--- config.mk ---
export PLATFORM = sky130hd
export DESIGN_NAME = axis_stream_sink_flat
export DESIGN_NICKNAME = d
export VERILOG_FILES = /design/src/rtl/axis_stream_sink_if.sv /design/src/rtl/axis_stream_sink.sv /design/src/flat_wrapper.sv
export SDC_FILE = /design/constraint.sdc
export NUM_CORES = 1
export LEC_CHECK = 0
export BUFFER_PORTS_ARGS = -buffer_cell sky130_fd_sc_hd__clkbuf_2
export CAP_MARGIN = 10
export CELL_PAD_IN_SITES_DETAIL_PLACEMENT = 0
export CELL_PAD_IN_SITES_GLOBAL_PLACEMENT = 1
export CORE_UTILIZATION = 40
export DETAILED_ROUTE_END_ITERATION = 16
export PLACE_DENSITY_LB_ADDON = 0.1
export SYNTH_ARGS = -nofsm -noshare
export SYNTH_HDL_FRONTEND = slang
export SYNTH_SLANG_ARGS = --single-unit
--- constraint.sdc ---
create_clock -name i_clk -period 1.9 [get_ports i_clk]
set_input_delay 0.19 -clock i_clk [delete_from_list [all_inputs] [get_ports i_clk]]
set_output_delay 0.19 -clock i_clk [all_outputs]
set_load 0.005 [all_outputs]
--- src/rtl/axis_stream_sink_if.sv ---
// Stream-side and consumer-side signal bundle for axis_stream_sink.
// The slave modport is the sink's view; master is the producer/consumer view.
interface axis_stream_sink_if #(
    parameter int DATA_W = 8,
    parameter int DEPTH  = 4
);
    logic [DATA_W-1:0]      i_tdata;
    logic                   i_tvalid;
    logic                   i_tlast;
    logic                   o_tready;
    logic [DATA_W-1:0]      o_rd_data;
    logic                   o_rd_last;
    logic                   o_rd_valid;
    logic                   i_rd_en;
    logic [$clog2(DEPTH):0] o_level;
    logic [7:0]             o_pkt_cnt;
    logic                   o_in_pkt;

    modport slave (
        input  i_tdata, i_tvalid, i_tlast, i_rd_en,
        output o_tready, o_rd_data, o_rd_last, o_rd_valid, o_level, o_pkt_cnt, o_in_pkt
    );

    modport master (
        output i_tdata, i_tvalid, i_tlast, i_rd_en,
        input  o_tready, o_rd_data, o_rd_last, o_rd_valid, o_level, o_pkt_cnt, o_in_pkt
    );
endinterface

--- src/rtl/axis_stream_sink.sv ---
// AXI4-Stream sink: show-ahead FIFO of {tlast, tdata} with occupancy,
// packet counter and an in-packet tracker.
module axis_stream_sink #(
    parameter int DATA_W = 8,
    parameter int DEPTH  = 4
) (
    input  logic              i_clk,
    input  logic              i_rst,
    axis_stream_sink_if.slave s
);
    localparam int          AW   = $clog2(DEPTH);
    localparam logic [AW:0] FULL = (AW+1)'(DEPTH);

    typedef enum logic {IDLE = 1'b0, IN_PKT = 1'b1} state_t;

    state_t          state;
    logic [DATA_W:0] mem [DEPTH];
    logic [AW-1:0]   wr_ptr, rd_ptr;
    logic [AW:0]     level, level_nxt;
    logic [7:0]      pkt_cnt;
    logic            tready;
    logic            accept, pop;

    assign accept = s.i_tvalid & tready;
    assign pop    = s.i_rd_en & (level != '0);

    always_comb begin
        level_nxt = level;
        if (accept && !pop)
            level_nxt = level + (AW+1)'(1);
        else if (pop && !accept)
            level_nxt = level - (AW+1)'(1);
    end

    // tready is registered from the post-edge level, so a pop while full
    // only reopens the input on the following cycle.
    always_ff @(posedge i_clk or negedge i_rst) begin
        if (!i_rst) begin
            wr_ptr  <= '0;
            rd_ptr  <= '0;
            level   <= '0;
            pkt_cnt <= '0;
            tready  <= 1'b0;
            state   <= IDLE;
            for (int i = 0; i < DEPTH; i++)
                mem[i] <= '0;
        end else begin
            level  <= level_nxt;
            tready <= (level_nxt != FULL);
            if (accept) begin
                mem[wr_ptr] <= {s.i_tlast, s.i_tdata};
                wr_ptr      <= wr_ptr + AW'(1);
                if (s.i_tlast)
                    pkt_cnt <= pkt_cnt + 8'd1;
            end
            if (pop)
                rd_ptr <= rd_ptr + AW'(1);
            case (state)
                IDLE:   if (accept && !s.i_tlast) state <= IN_PKT;
                IN_PKT: if (accept &&  s.i_tlast) state <= IDLE;
            endcase
        end
    end

    assign s.o_tready                = tready;
    assign s.o_rd_valid              = (level != '0);
    assign {s.o_rd_last, s.o_rd_data} = mem[rd_ptr];
    assign s.o_level                 = level;
    assign s.o_pkt_cnt               = pkt_cnt;
    assign s.o_in_pkt                = (state == IN_PKT);
endmodule

--- src/flat_wrapper.sv ---
// flat-port wrapper written by rule: the top's interface ports become plain ports
module axis_stream_sink_flat 
#(
    parameter int DATA_W = 8,
    parameter int DEPTH  = 4
)
  (i_clk, i_rst, s_i_tdata, s_i_tvalid, s_i_tlast, s_i_rd_en, s_o_tready, s_o_rd_data, s_o_rd_last, s_o_rd_valid, s_o_level, s_o_pkt_cnt, s_o_in_pkt);
  axis_stream_sink_if #(.DATA_W(DATA_W), .DEPTH(DEPTH)) s_i ();
  input  logic i_clk;
  input  logic i_rst;
  input wire logic [$bits(s_i.i_tdata)-1:0] s_i_tdata;
  input wire logic [$bits(s_i.i_tvalid)-1:0] s_i_tvalid;
  input wire logic [$bits(s_i.i_tlast)-1:0] s_i_tlast;
  input wire logic [$bits(s_i.i_rd_en)-1:0] s_i_rd_en;
  output wire logic [$bits(s_i.o_tready)-1:0] s_o_tready;
  output wire logic [$bits(s_i.o_rd_data)-1:0] s_o_rd_data;
  output wire logic [$bits(s_i.o_rd_last)-1:0] s_o_rd_last;
  output wire logic [$bits(s_i.o_rd_valid)-1:0] s_o_rd_valid;
  output wire logic [$bits(s_i.o_level)-1:0] s_o_level;
  output wire logic [$bits(s_i.o_pkt_cnt)-1:0] s_o_pkt_cnt;
  output wire logic [$bits(s_i.o_in_pkt)-1:0] s_o_in_pkt;
  assign s_i.i_tdata = s_i_tdata;
  assign s_i.i_tvalid = s_i_tvalid;
  assign s_i.i_tlast = s_i_tlast;
  assign s_i.i_rd_en = s_i_rd_en;
  assign s_o_tready = s_i.o_tready;
  assign s_o_rd_data = s_i.o_rd_data;
  assign s_o_rd_last = s_i.o_rd_last;
  assign s_o_rd_valid = s_i.o_rd_valid;
  assign s_o_level = s_i.o_level;
  assign s_o_pkt_cnt = s_i.o_pkt_cnt;
  assign s_o_in_pkt = s_i.o_in_pkt;
  axis_stream_sink #(.DATA_W(DATA_W), .DEPTH(DEPTH)) u_core (.i_clk(i_clk), .i_rst(i_rst), .s(s_i));
endmodule
* Word-level counts from Yosys, hierarchy flattened
Index checks and enable logic that the tools add are counted.
** Word-level totals
- Bits in registers :: 53
- Input bits :: 13
- Output and inout port bits :: 23
- Logic and storage cells :: 45
** Operators by class
- Add/sub/neg operators :: 5
- Order comparisons :: 3
- Equal/unequal tests :: 1
- Mux-type cells :: 11
- Bitwise gates (word level) :: 5
- Reduce and logical (&&, ||, !) cells :: 10
** Operator list (number)
- bitwise mux 36 bit :: 1
- 2-to-1 mux 9 bit :: 3
- binary-select mux 9 bit (select 2 bit) :: 1
- demux 9 bit (select 2 bit) :: 1
- adder 8 x 1 -> 8 bit (second input constant) :: 1
- greater-or-equal comparator 3 bit (second input constant) :: 2
- 2-to-1 mux 3 bit :: 2
- inverter 2 -> 3 bit :: 2
- logical AND 1 bit :: 5
- adder 2 x 1 -> 2 bit (second input constant) :: 2
- adder 3 x 1 -> 3 bit (second input constant) :: 1
- logical NOT 1 bit :: 3
- less-than comparator 3 x 1 -> 1 bit (second input constant) :: 1
- != test 3 bit (second input constant) :: 1
- nonzero test 3 bit :: 1
- subtractor 3 x 1 -> 3 bit (second input constant) :: 1
- bitwise AND 1 bit :: 2
- 2-to-1 mux 1 bit :: 2
- one-hot mux 1 bit (2 select lines) :: 1
- AND reduction 2 bit :: 1
- inverter 1 bit :: 1

* Logic depth before layout (Yosys ltp)
- Depth in word-level cells :: 6
- Depth in mapped cells :: 6
- Mapped depth without buffers :: 6

* Worst setup path before layout
OpenSTA, ideal clock, no wires.
- Kind :: register to register
- Start point :: reg u_core.level[0] (netlist: u_core.s.o_level[0])
- End point :: reg u_core.tready (netlist: u_core.s.o_tready)
- Setup time :: 0.133 ns
- Data arrival time :: 1.414 ns
- Required time :: 1.767 ns
- Path slack :: 0.353 ns
- Stages on the path, launching flop included :: 7
- Path buffers :: 0
- Period minus slack after synthesis :: 1.547 ns
- Cells stage by stage :: dfrtp_1 > inv_1 > ha_1 > nand2b_4 > and2_2 > nor4_1 > o31ai_2
** On the way
- Cells in the longest elaborated chain, start to end :: 6
- Elaborated cells on any way between the ends :: 10
- Classes of those cells :: add/sub: 2; eq/ne: 1; mux: 2; bitwise: 1; reduce/logical: 4
** RTL lines
- from (decl) :: line axis_stream_sink.sv:19 : logic [AW:0] level, level_nxt;
- from (signal assigned) :: line axis_stream_sink.sv:48 : level <= level_nxt;
- nonzero test 3 bit *
- net s_o_rd_valid :: line flat_wrapper.sv:18 : output wire logic [$bits(s_i.o_rd_valid)-1:0] s_o_rd_valid;
- bitwise AND 1 bit * :: line axis_stream_sink.sv:25 : assign pop = s.i_rd_en & (level != '0);
- logical AND 1 bit / logical NOT 1 bit (equally long branches) :: line axis_stream_sink.sv:31, axis_stream_sink.sv:29
- 2-to-1 mux 3 bit / logical AND 1 bit (equally long branches) :: line axis_stream_sink.sv:31, axis_stream_sink.sv:29
- 2-to-1 mux 3 bit * :: line axis_stream_sink.sv:29 : if (accept && !pop)
- != test 3 bit * :: line axis_stream_sink.sv:49 : tready <= (level_nxt != FULL);
- to (signal assigned) :: line axis_stream_sink.sv:49
- to (decl) :: line axis_stream_sink.sv:21 : logic tready;
Mark *: on every way through the listed nets, which the timed path passes. The rest lies on a longest branch.
A chain may end at the register's enable or synchronous reset.

* Worst setup path after layout
- Start point :: reg u_core.rd_ptr[0]
- End point :: out s_o_rd_data[6]
** On the way
- Cells in the longest elaborated chain, start to end :: 4
** RTL lines
- from (decl) :: line axis_stream_sink.sv:18 : logic [AW-1:0] wr_ptr, rd_ptr;
- from (signal assigned) :: line axis_stream_sink.sv:57 : rd_ptr <= rd_ptr + AW'(1);
- inverter 2 -> 3 bit (not written as such) :: line axis_stream_sink.sv:67 : assign {s.o_rd_last, s.o_rd_data} = mem[rd_ptr];
- binary-select mux 9 bit (select 2 bit) :: line axis_stream_sink.sv:67
- 2-to-1 mux 9 bit (not written as such) (2 in a row) :: line axis_stream_sink.sv:67
- to (decl) :: line flat_wrapper.sv:16 : output wire logic [$bits(s_i.o_rd_data)-1:0] s_o_rd_data;
Every way passes these cells. The select of a mux whose other input is x is not followed.

==> run metrics <==
number of diodes=0; fmax=between 500 and 600 MHz; clock sink total=53; Setup TNS=0 ns; critical path type=reg2out; placed insts=279; endpoints failing setup=0; unrepaired setup endpoints after global routing=no; sequential area share after synthesis=0.544; total core area=5890 sq um; latest clock arrival within the worst-skew pair=0.30 ns; clock buffer depth=2; Max Cap Viol=0; xor/xnor cell area share of the yosys netlist=0.0395; fin crit share=0.945; clk_skew=approximately 0.0024 ns; Ports=36; Critical Path Fanout Max=5; Port Buffer Count=35; crit path launch type=flip-flop; root buf cell=clkbuf_8; Post-CTS Setup Bufs=0; routed length per instance=between 15 and 20 um; Critical Path RT=~1.7 ns; first-pass detailed-route iteration total=4; total gr overflow=0; Slew HR=0.589; Synth Area in Adders=0.0411; DRC viols=0; number of gates resized after cts=0; filler cell count=between 500 and 600; drt initial violations=40; largest net degree at the start of global routing=32; main combinational cell family by area after synthesis=multiplexers; Die W=~80 um; antenna violations before repair=0; Critical Path Max Stage Delay=around 0.52 ns; Critical Path Sink Type=output port; mapped cell area=2440 sq um; Final Hold Viols=0; vias in the first global route=1538; FF+latch count, synth=between 50 and 60; WP data arrival=about 1.6 ns; post-synthesis compound-gate area fraction=0.0303; Die Height=around 80 um; fin crit period=approximately 1.8 ns; simple-gate share of the synthesized area=0.0729; starting density of the core=0.414; routed vias=around 1500; Total GRT Usage=0.161; post-detail-place hpwl=3330 um; count of warnings emitted by yosys=0; total wire length=roughly 4600 um; Rows=28; worst hold path class=in2reg; syn_nets=about 190; first-pass GRT wire length=~7600 um; Max Transition Viols Final=0; commonest cells after routing, fill and taps aside=dfrtp_1, mux2_2, clkbuf_2; die area=about 6400 sq um; final core occ=0.480; commonest non-fill, non-tap cell in the layout=dfrtp_1; H-tree depth=2; Cell Pwr Density=1670 nW/um^2; drt via density=around 5.2; outcome=complete, no violations; Synth Area per Inst=around 15 sq um; multiplexer share of the synthesized area=0.254; Layout area overhead=16.0%; leakage=between 1 and 1.5 nW; measured slew at the worst slew-check pin=slightly above 0.6 ns; Peak VDD IR=approximately 0.68 mV; Num CTS Buffers=5; Post-Syn Instances=between 150 and 200; Non-Filler Instances=between 200 and 300; total power=0.00472 W; final antenna-violating net count=0; Crit-path slowest cell=mux4_2; Clk pin slew, worst setup/hold paths=~0.09 ns; synth unique cells=29; layout cells sized above 1=0.472; Placer Congestion=roughly 0.71; worst-path cell chain=buf_4 -> mux4_2 -> clkbuf_2; CTS tree=yes; nets@finish=~230
[logic make-up (layout without fill, tap and decap cells)]
group / Yosys count / after routing
AOI/OAI and AO/OA: 9 / 9
and+or+nand+nor: 31 / 31
buffers and inverters: 10 / 54
adders and majority gates: 8 / 8
DFF: 53 / 53
xor gates and xnor gates: 11 / 11
muxes: 46 / 46
[sequential cells by signal, summed over array words and instances (netlist names), named ones only]
| register | cells |
|---|---|
| u_core.rd_ptr | 2 |
| u_core.s.o_pkt_cnt | 8 |
| u_core.s.o_tready | 1 |
| u_core.s.o_level | 3 |
| u_core.mem | 36 |
| u_core.wr_ptr | 2 |
[report_power, final]
part | internal [W] | switching, W
logic | 0.00120 | 0.000815
registers | 0.00168 | 0.000402
clock network | 0.000290 | 0.000333
[worst max-delay path, delay by kind of cell (launching register included)]
| family | cells | cell delay (ns) |
|---|---|---|
| buf+inv | 2 | 0.34 |
| flops | 1 | 0.45 |
| mux | 1 | 0.52 |
[cell type report]
class | count | area [sq um] | share of cell area
inverter | 7 | 26.3 | 0.00929
tap | 75 | 93.8 | 0.0332
timing repair buffer | 40 | 228 | 0.0805
clock buffer | 7 | 86.3 | 0.0305
multi-input combinational | 105 | 1070 | 0.377
sequential | 53 | 1330 | 0.469
[timing repair]
action | in CTS | in global routing
endpoints found under the hold margin | 22 | 0
endpoints found under the setup margin | 0 | 0
hold buffers | 1 | 0
[Yosys cell counts]
master    number  area [sq um]
a21oi_1        1          5.00
a311o_1        1          10.0
a41oi_1        1          8.76
and2_1         1          6.26
and2_2         1          7.51
and3_2         1          7.51
and4_1         2          17.5
and4b_1        1          10.0
buf_2          2          10.0
buf_4          1          7.51
dfrtp_1       53          1330
ha_1           8           100
inv_1          7          26.3
mux2_2        37           417
mux4_2         9           203
nand2_1        8          30.0
nand2_2        4          25.0
nand2b_4       1          13.8
nand3_1        2          10.0
nand4_1        3          18.8
nor2_1         5          18.8
nor4_1         2          12.5
o211ai_1       1          7.51
o211ai_2       1          12.5
o21ai_0        2          10.0
o31ai_1        1          7.51
o31ai_2        1          12.5
xnor2_1        9          78.8
xor2_1         2          17.5
[through the flow]
step / worst slack [ns] / cell area [sq um] / hold slack [ns]
floorplan: 0.353 / 2440 / -0.106
global placement: 0.314 / 2730 / 0.196
detailed placement: 0.221 / 2730 / 0.234
CTS: 0.0818 / 2830 / 0.153
global route: 0.0196 / 2830 / 0.166
finish: 0.105 / 2830 / 0.164
[layer usage]
metal  global-route usage  share of wire
met4               0.0589          0.015
met2                0.262           0.51
met5                    0              0
met1                0.215           0.44
met3               0.0284          0.028
[worst paths after layout]
| check | start | endpoint | slack, ns | cells after the start |
|---|---|---|---|---|
| worst max register to register | u_core.s.o_level[0] | u_core.s.o_tready | 0.22 | 6 |
| worst min register to register | u_core.s.o_pkt_cnt[7] | u_core.s.o_pkt_cnt[7] | 0.47 | 1 |
| min in group asynchronous | i_rst | u_core.mem[28] | 0.43 | 2 |
| worst max-delay path | u_core.rd_ptr[0] | s_o_rd_data[6] | 0.11 | 3 |
| worst min-delay path | s_i_tdata[1] | u_core.mem[28] | 0.16 | 2 |
| max in group asynchronous | i_rst | u_core.mem[8] | 0.90 | 3 |
Power figures use the tool's default switching activity.
